File: src/rtl/fp_window_accum.sv
`default_nettype none
// ============================================================================
// Module   : fp_window_accum
// Purpose  : Decodes 8-bit FP codes (S,E[2:0],F[3:0]) to signed linear values
//            and sums WINDOW of them (or a flushed partial block) per result.
// Config   : define FPACC_SAT_EN to clamp the running sum instead of wrapping.
// Revision : 1.0 - initial release
// ============================================================================
module fp_window_accum #(
  parameter int WINDOW = 8,
  parameter int SUM_W  = 14,
  localparam int CNT_W = $clog2(WINDOW + 1)
) (
  input  logic                    clk,
  input  logic                    rst_n,
  input  logic [7:0]              in_fp,
  input  logic                    in_valid,
  output logic                    in_ready,
  input  logic                    flush,
  output logic signed [SUM_W-1:0] out_sum,
  output logic [CNT_W-1:0]        out_count,
  output logic                    out_ovf,
  output logic                    out_valid,
  input  logic                    out_ready
);

  localparam logic [0:0] c_ACC = 1'b0;
  localparam logic [0:0] c_OUT = 1'b1;

  localparam logic [SUM_W-1:0] c_MAX = {1'b0, {(SUM_W-1){1'b1}}};
  localparam logic [SUM_W-1:0] c_MIN = {1'b1, {(SUM_W-1){1'b0}}};

  logic [0:0]       r_state;
  logic [SUM_W-1:0] r_acc;
  logic [CNT_W-1:0] r_cnt;
  logic             r_flag;

  logic [10:0]      w_mag;
  logic [SUM_W:0]   w_mag_ext;
  logic [SUM_W:0]   w_dec;
  logic [SUM_W:0]   w_sum;
  logic             w_ovf;
  logic [SUM_W-1:0] w_acc_add;
  logic             w_accept;
  logic [SUM_W-1:0] w_acc_nxt;
  logic [CNT_W-1:0] w_cnt_nxt;
  logic             w_flag_nxt;
  logic             w_close;

  assign in_ready  = (r_state == c_ACC);
  assign out_valid = (r_state == c_OUT);
  assign w_accept  = in_valid && (r_state == c_ACC);

  // Negative zero needs no special case: -0 is 0 in two's complement.
  assign w_mag     = 11'(in_fp[3:0]) << in_fp[6:4];
  assign w_mag_ext = {{(SUM_W-10){1'b0}}, w_mag};
  assign w_dec     = in_fp[7] ? -w_mag_ext : w_mag_ext;

  // |dec| <= 1920 < 2^(SUM_W-1), so one guard bit holds the exact sum.
  assign w_sum = {r_acc[SUM_W-1], r_acc} + w_dec;
  assign w_ovf = w_sum[SUM_W] ^ w_sum[SUM_W-1];

  always_comb begin
    w_acc_add = w_sum[SUM_W-1:0];
`ifdef FPACC_SAT_EN
    if (w_ovf) begin
      w_acc_add = w_sum[SUM_W] ? c_MIN : c_MAX;
    end
`endif
  end

  assign w_acc_nxt  = w_accept ? w_acc_add : r_acc;
  assign w_cnt_nxt  = w_accept ? (r_cnt + CNT_W'(1)) : r_cnt;
  assign w_flag_nxt = r_flag | (w_accept & w_ovf);

  assign w_close = (w_accept && (w_cnt_nxt == CNT_W'(WINDOW))) ||
                   (flush && (r_state == c_ACC) && ((r_cnt != '0) || w_accept));

  always_ff @(posedge clk or negedge rst_n) begin
    if (!rst_n) begin
      r_state   <= c_ACC;
      r_acc     <= '0;
      r_cnt     <= '0;
      r_flag    <= 1'b0;
      out_sum   <= '0;
      out_count <= '0;
      out_ovf   <= 1'b0;
    end else begin
      case (r_state)
        c_ACC: begin
          if (w_close) begin
            r_state   <= c_OUT;
            out_sum   <= w_acc_nxt;
            out_count <= w_cnt_nxt;
            out_ovf   <= w_flag_nxt;
            r_acc     <= '0;
            r_cnt     <= '0;
            r_flag    <= 1'b0;
          end else begin
            r_acc     <= w_acc_nxt;
            r_cnt     <= w_cnt_nxt;
            r_flag    <= w_flag_nxt;
          end
        end
        c_OUT: begin
          if (out_ready) begin
            r_state <= c_ACC;
          end
        end
        default: r_state <= c_ACC;
      endcase
    end
  end

endmodule
`default_nettype wire

File: config.mk
export PLATFORM = sky130hd
export DESIGN_NAME = fp_window_accum
export DESIGN_NICKNAME = d
export VERILOG_FILES = /design/src/rtl/fp_window_accum.sv
export SDC_FILE = /design/constraint.sdc
export NUM_CORES = 1
export LEC_CHECK = 0
export CAP_MARGIN = 10
export CORE_UTILIZATION = 45
export CTS_CLUSTER_DIAMETER = 150
export DETAILED_ROUTE_END_ITERATION = 8
export PLACE_DENSITY = 0.62
export SYNTH_ARGS = -nofsm -noshare
export SYNTH_HDL_FRONTEND = slang
export SYNTH_SLANG_ARGS = --single-unit
File: constraint.sdc
create_clock -name clk -period 3.4 [get_ports clk]
set_clock_uncertainty 0.2 [all_clocks]
set_input_delay 0.68 -clock clk [delete_from_list [all_inputs] [get_ports clk]]
set_output_delay 0.68 -clock clk [all_outputs]
set_load 0.02 [all_outputs]
==> results of run 1 <==
==> cell families after synthesis <==
group	count (synthesis)
and+or+nand+nor	128
AOI/OAI and AO/OA	117
buffers and inverters	40
DFF	39
xor gates and xnor gates	22
adders and majority gates	18
muxes	7
==> what timing repair did <==
| action | 4_1_cts | 5_1_grt |
|---|---|---|
| buffers inserted | 12 | 5 |
| pin swaps | 36 | 26 |
| cloned | 0 | 0 |
| resized for setup | 85 | 28 |
| setup endpoints to repair | 21 | 18 |
| hold endpoints to repair | 0 | 0 |
==> registers in the layout (all words and copies together), names as in the netlist <==
| name | flops |
|---|---|
| r_flag | 1 |
| out_sum | 14 |
| r_cnt | 4 |
| out_ovf | 1 |
| out_valid | 1 |
| out_count | 4 |
| r_acc | 14 |
==> power groups by stage <==
| stage | clock network, W | logic (W) | registers [W] |
|---|---|---|---|
| 2_1_floorplan | 0 | 0.00106 | 0.000948 |
| 3_3_place_gp | 0 | 0.00188 | 0.000837 |
| 3_5_place_dp | 0 | 0.00191 | 0.000838 |
| 4_1_cts | 0.000311 | 0.00207 | 0.000832 |
| 5_1_grt | 0.000332 | 0.00238 | 0.000859 |
| 6_report | 0.000306 | 0.00220 | 0.000836 |
==> per-stage QoR <==
step | cell area [µm²] | instances | hold WS [ns] | worst slack (ns)
floorplan | 3120 | 371 | 0.184 | -0.491
global placement | 4080 | 550 | 0.259 | -1.15
detailed placement | 4080 | 550 | 0.259 | -1.15
CTS | 4470 | 570 | 0.284 | -0.293
global route | 4650 | 574 | 0.285 | -0.415
finish | 4650 | 574 | 0.272 | -0.303
==> cell type report <==
class / count / area [µm²] / share of cell area (%)
multi-input cells: 292 / 2280 / 48.9
repair buffers: 138 / 1150 / 24.6
flip-flops and latches: 39 / 976 / 21.0
well taps: 77 / 96.3 / 2.07
inverters: 20 / 78.8 / 1.69
clock buffers: 7 / 76.3 / 1.64
clock inverters: 1 / 5.00 / 0.108
==> routing by layer <==
layer / routed length [µm] / global-route usage (%)
met5: 0 / 0
met4: 119 / 7.99
met3: 394 / 5.21
met2: 4290 / 40.5
met1: 4310 / 36.3
==> cells in the final DEF, fill, tap and decap left out, types with 8 or more instances in the layout <==
master           count
ha_1                13
clkdlybuf4s50_1     25
buf_4               98
nand2_1             37
a31oi_1              8
nor2_1              40
xnor2_1              8
a21oi_1             29
o21ai_0             17
buf_6                9
inv_1               17
dfrtp_1             39
==> worst max-delay path: stages <==
cell        delay [ns]
buf_6             0.08
buf_8             0.12
clkinvlp_4        0.16
buf_4             0.18
a311oi_4          0.34
nand2_4           0.12
nor3_4            0.13
o22ai_1           0.09
a32o_2            0.25
ha_4              0.29
nand3_4           0.08
nor2_4            0.12
a221oi_2          0.07
o2111ai_1         0.18
or3b_4            0.44
and2_4            0.16
mux2i_1           0.13
nand2_1           0.07
==> worst paths after layout <==
kind | to | start | depth (start not counted)
worst min register to register | r_flag | r_flag | 2
max in group asynchronous | out_count[0] | rst_n | 1
worst max register to register | out_sum[10] | r_acc[0] | 11
worst min-delay path | r_flag | r_flag | 2
min in group asynchronous | r_acc[1] | rst_n | 1
worst max-delay path | r_flag | in_fp[5] | 18
==> results.md, run 1 <==
* Status: finished, violations left
* Final count of negative-setup-slack endpoints at 14
* R2r setup slk at 0.71 ns
* Placer Congestion at 0.872
* Clock Latency Late Sink at 0.30 ns
* Power per Cell Area at 719 nW/µm²
* Fin util at 72.5%
* CTS tree: built
* Worst setup margin at -0.303 ns
* I/O Buffers at 33
* CP startpoint kind: primary input
* P_leak at 2.08 nW
* Comb pwr share at 65.9%
* Failing checks: DRC, setup timing
* Least-Margin Pin Slew at 0.860 ns
* Hold Path Class: register to register
* Multiplexer share of the synthesized area at 2.39%
* Max-slew headroom at 42.7%
* MaxCap Viol Count at 0
* CTS clk-pin slew, worst paths at 0.07 ns
* # clock sinks at 39
* Post-Synth Simple-Gate Area at 19.1%
* Synth cell count leaders: 47 x nor2_1, 40 x nand2_1, 39 x dfrtp_1
* HPWL Detailed at 6420 µm
* First-pass GRT wire length at 14600 µm
* Antenna violations before repair at 0
* Residual DRC count at 2
* # nets final at 527
* Largest net degree at the start of global routing at 40
* Gr usage total at 25.9%
* TritonCTS buffer count at 5
* Synth Area in XOR/XNOR at 6.59%
* Final Hold Fails at 0
* Synth cell types at 58
* Kind of critical path: primary input to register
* Achievable clock frequency at 0.270 GHz
* Ports at 34
* Synth Area in Compound Gates at 25.5%
* Via density per instance at 5.58
* Crit. End Element: register
* Sequential area share after synthesis at 32.1%
* Starting Density at 47.3%
* Flop pwr share at 25.0%
* Sw Share at 43.1%
* Die span in y at 84.1 µm
* Ys Warns at 0
* Clock root buffer: clkbuf_8
* Async set-reset flop share out of synthesis at 100%
* Initial DRC Count at 165
* Vias in the first global route at 3112
* Final period util at 109%
* RSZ-0062 raised after global routing: true
* FF+latch count, synth at 39
* Die area at 7080 µm²
* Final slew viol count at 0
* Required time worst endpoint at 3.38 ns
* Top_reg_cell synth: dfrtp_1
* Mean Syn Cell Area at 8.19 µm²
* Main combinational cell family by area after synthesis: compound AO/OA/AOI/OAI gates
* Drt total wl at 9110 µm
* WP data arrival at 3.69 ns
* H-tree depth at 2
* DR pass1 iterations at 9
* Tmin final at 3.70 ns
* Deepest clock path buffer count at 2
* Synth Instances at 371
* Post-CTS Hold Buffers at 0
* GR Overflow Total at 0
* Layout cells sized above 1 at 37.4%
* Setup TNS at -2.65 ns
* Most area-consuming cells after synthesis: dfrtp_1 32%, ha_1 7.0%, a21oi_1 5.9%
* Sw power at 0.00144 W
* Synth area leader: dfrtp_1
* Post-Syn Area at 3040 µm²
* Ant diodes at 0
* Detail Route Antenna Nets at 0
* Avg WL per Cell at 15.9 µm
* Rows at 29
* Clk network pwr share at 9.2%
* Fillcell total at 508
* Int Pwr at 0.00190 W
* Power Total at 0.00334 W
* Share of the synthesized area in the top cell type at 32.1%
* Horiz. Die Dim at 84.1 µm
* Max VDD drop at 0.544 mV
* Area Growth Syn to Fin at 53.3%
* Vias at 3204
* Synthesized-area fraction occupied by adder cells at 7.66%
* Core ar. at 6420 µm²
* Crit Path Max Fanout at 7
* Count leader, synth: nor2_1
* Post-synth EDFFs at 0
* Post-synth net total at 402
No activity file was read; power rests on OpenSTA's default activity.
==> run 2, diff against run 1 <==
--- a/config.mk
+++ b/config.mk
@@ -7,9 +7,10 @@
 export LEC_CHECK = 0
 export CAP_MARGIN = 10
 export CORE_UTILIZATION = 45
-export CTS_CLUSTER_DIAMETER = 150
+export CTS_CLUSTER_DIAMETER = 200
 export DETAILED_ROUTE_END_ITERATION = 8
 export PLACE_DENSITY = 0.62
 export SYNTH_ARGS = -nofsm -noshare
 export SYNTH_HDL_FRONTEND = slang
 export SYNTH_SLANG_ARGS = --single-unit
+export TNS_END_PERCENT = 5
==> run 2 against run 1 <==
Count of clock-buffer cells in the layout is 1 lower. The run still ends with DRC, setup timing left. Non-clock buffer count is 2 lower. Critical path type unchanged. Largest power group unchanged. Final area is 2.6% lower.
==> results.md, run 2 (synthesized netlist as in run 1, its figures left out) <==
* Max-slew headroom at 40.3% (-2.4 points)
* First-pass GRT wire length at 15000 µm (+2.3%)
* Via density per instance at 5.52 (-1.1%)
* Detail Route Antenna Nets at 0 (unchanged)
* Largest net degree at the start of global routing at 40 (unchanged)
* Horiz. Die Dim at 84.1 µm (unchanged)
* Worst setup margin at -0.395 ns (-0.0924 ns)
* Power Total at 0.00331 W (-1.1%)
* Initial DRC Count at 183 (+11%)
* I/O Buffers at 33 (unchanged)
* Deepest clock path buffer count at 2 (unchanged)
* Worst Hold Endpoint: r_flag
* P_leak at 2.05 nW (-1.5%)
* Drt total wl at 8970 µm (-1.5%)
* # clock sinks at 39 (unchanged)
* Status: finished, violations left
* Setup TNS at -3.03 ns (-0.388 ns)
* Avg WL per Cell at 15.7 µm (-1.2%)
* Tmin final at 3.80 ns (+0.0924 ns)
* CTS clk-pin slew, worst paths at 0.08 ns (about the same)
* CTS tree: built
* Vias in the first global route at 3110 (-0.064%)
* Post-CTS Hold Buffers at 0 (unchanged)
* Hold Path Depth at 2 (unchanged)
* Final period util at 112% (+2.7 points)
* MaxCap Viol Count at 0 (unchanged)
* Fillcell total at 538 (+5.9%)
* Commonest non-fill, non-tap cells in the layout: 100 x buf_4, 39 x nor2_1, 39 x nand2_1, 39 x dfrtp_1, 29 x a21oi_1
* Clock Latency Late Sink at 0.29 ns (about the same)
* Max stage delay on crit path at 0.44 ns (about the same)
* Ant diodes at 0 (unchanged)
* Required time worst endpoint at 3.39 ns (about the same)
* Most common cell after layout, fill and taps aside: buf_4
* DR pass1 iterations at 7 (-2)
* Final slew viol count at 0 (unchanged)
* HPWL Detailed at 6440 µm (+0.39%)
* WP data arrival at 3.78 ns (+0.09 ns)
* Antenna violations before repair at 0 (unchanged)
* Worst R2R Path Depth at 11 (unchanged)
* RSZ-0062 raised after global routing: true
* Starting Density at 47.3% (unchanged)
* Top flop regs: out_sum x14, r_acc x14
* Critical Path Most Common Cell: buf_8
* Vias at 3158 (-1.4%)
* Critical path's top delay family: compound AO/OA/AOI/OAI gates
* Power per Cell Area at 730 nW/µm² (+1.6%)
* Achievable clock frequency at 0.263 GHz (-2.4%)
* Gr usage total at 26.5% (+0.62 points)
* Failing checks: DRC, setup timing
* Ports at 34 (unchanged)
* Die span in y at 84.1 µm (unchanged)
* # nets final at 525 (-0.38%)
* Die area at 7080 µm² (unchanged)
* Min-delay src: r_flag
* H-tree depth at 2 (unchanged)
* CP startpoint kind: primary input
* Max VDD drop at 0.511 mV (-6.0%)
* Core ar. at 6420 µm² (unchanged)
* Residual DRC count at 10 (+8)
* Crit Path Max Fanout at 6 (-1)
* GR Overflow Total at 0 (unchanged)
* Kind of critical path: primary input to register
* Reg2reg start: r_acc[0]
* Crit path buf inv count at 2 (-2)
* TritonCTS buffer count at 5 (unchanged)
* Least-Margin Pin Slew at 0.896 ns (+0.0360 ns)
* Critical Path Slowest Stage Cell: or3b_4
* Critical path, cell by cell: buf_8 > buf_8 > xnor2_4 > o32ai_2 > a311oi_2 > nand2_2 > nor2_4 > o311ai_2 > a31oi_1 > ha_1 > a21o_1 > a21oi_4 > o221ai_2 > or3b_4 > and2_4 > mux2i_1 > nand2_1
* Final Hold Fails at 0 (unchanged)
* Crit. End Element: register
* Clock root buffer: clkbuf_8
* Layout cells sized above 1 at 36.2% (-1.3 points)
* Area Growth Syn to Fin at 49.2%
* R2R Path End: out_ovf
* Hold Path Class: register to register
* Final count of negative-setup-slack endpoints at 14 (unchanged)
* R2r setup slk at 0.70 ns (about the same)
* Rows at 29 (unchanged)
* Placer Congestion at 0.924 (+6.0%)
[run 2: what timing repair did]
| item | CTS | global route |
|---|---|---|
| setup buffers | 15 | 4 |
| gates resized for setup | 67 | 23 |
| endpoints found under the setup margin | 21 | 18 |
| pin swaps | 35 | 23 |
| gates cloned | 1 | 0 |
[run 2: tightest hold or removal path: stages, from the launching register on]
cell and delay (ns):
dfrtp_1 0.35, nand2_1 0.05, nand2_1 0.05
[run 2: layout make-up]
type                       count  area (µm²)  share of cell area (%)
tap                           77        96.3                    2.13
clock inverter                 2        35.0                   0.773
inverter                      20        78.8                    1.74
multi-input combinational    292        2160                    47.7
clock buffer                   6        82.6                    1.82
sequential                    39         976                    21.5
timing repair buffer         136        1100                    24.3
[run 2: per-layer routing]
metal	vias to the layer above	GRT usage, %	share of wire (%)
li1	1561	-	-
met1	1500	35.7	46
met2	83	44.3	47
met3	14	5.60	5.3
met4	0	5.64	0.91
met5	-	0	0
[run 2: worst max path at each step]
stage / start / endpoint / slack (ns) / cells past startpoint
after global routing: in_fp[5] / out_sum[10] / -0.57 / 18
after floorplan: in_fp[4] / r_flag / -0.49 / 20
after CTS: in_fp[5] / r_flag / -0.33 / 18
final: in_fp[5] / r_flag / -0.40 / 17
after detailed placement: in_fp[5] / out_ovf / -1.22 / 18
after global placement: in_fp[5] / out_ovf / -1.13 / 18
[run 2: power by group]
part / switching [W] / total [W] / internal, W
sequential: 0.000162 / 0.000835 / 0.000673
combinational: 0.00105 / 0.00207 / 0.00102
clock: 0.000166 / 0.000404 / 0.000237
[run 2: per-stage QoR]
| step | cells | cell area (µm²) | setup WS, ns | hold slack (ns) | utilization, % |
|---|---|---|---|---|---|
| final | 572 | 4530 | -0.395 | 0.277 | 70.6 |
| after global routing | 572 | 4530 | -0.569 | 0.306 | 70.6 |
| after CTS | 568 | 4400 | -0.334 | 0.285 | 68.5 |
| after detailed placement | 544 | 4030 | -1.22 | 0.260 | 62.7 |
| after global placement | 544 | 4030 | -1.13 | 0.257 | 62.7 |
| after floorplan | 371 | 3110 | -0.492 | 0.184 | - |
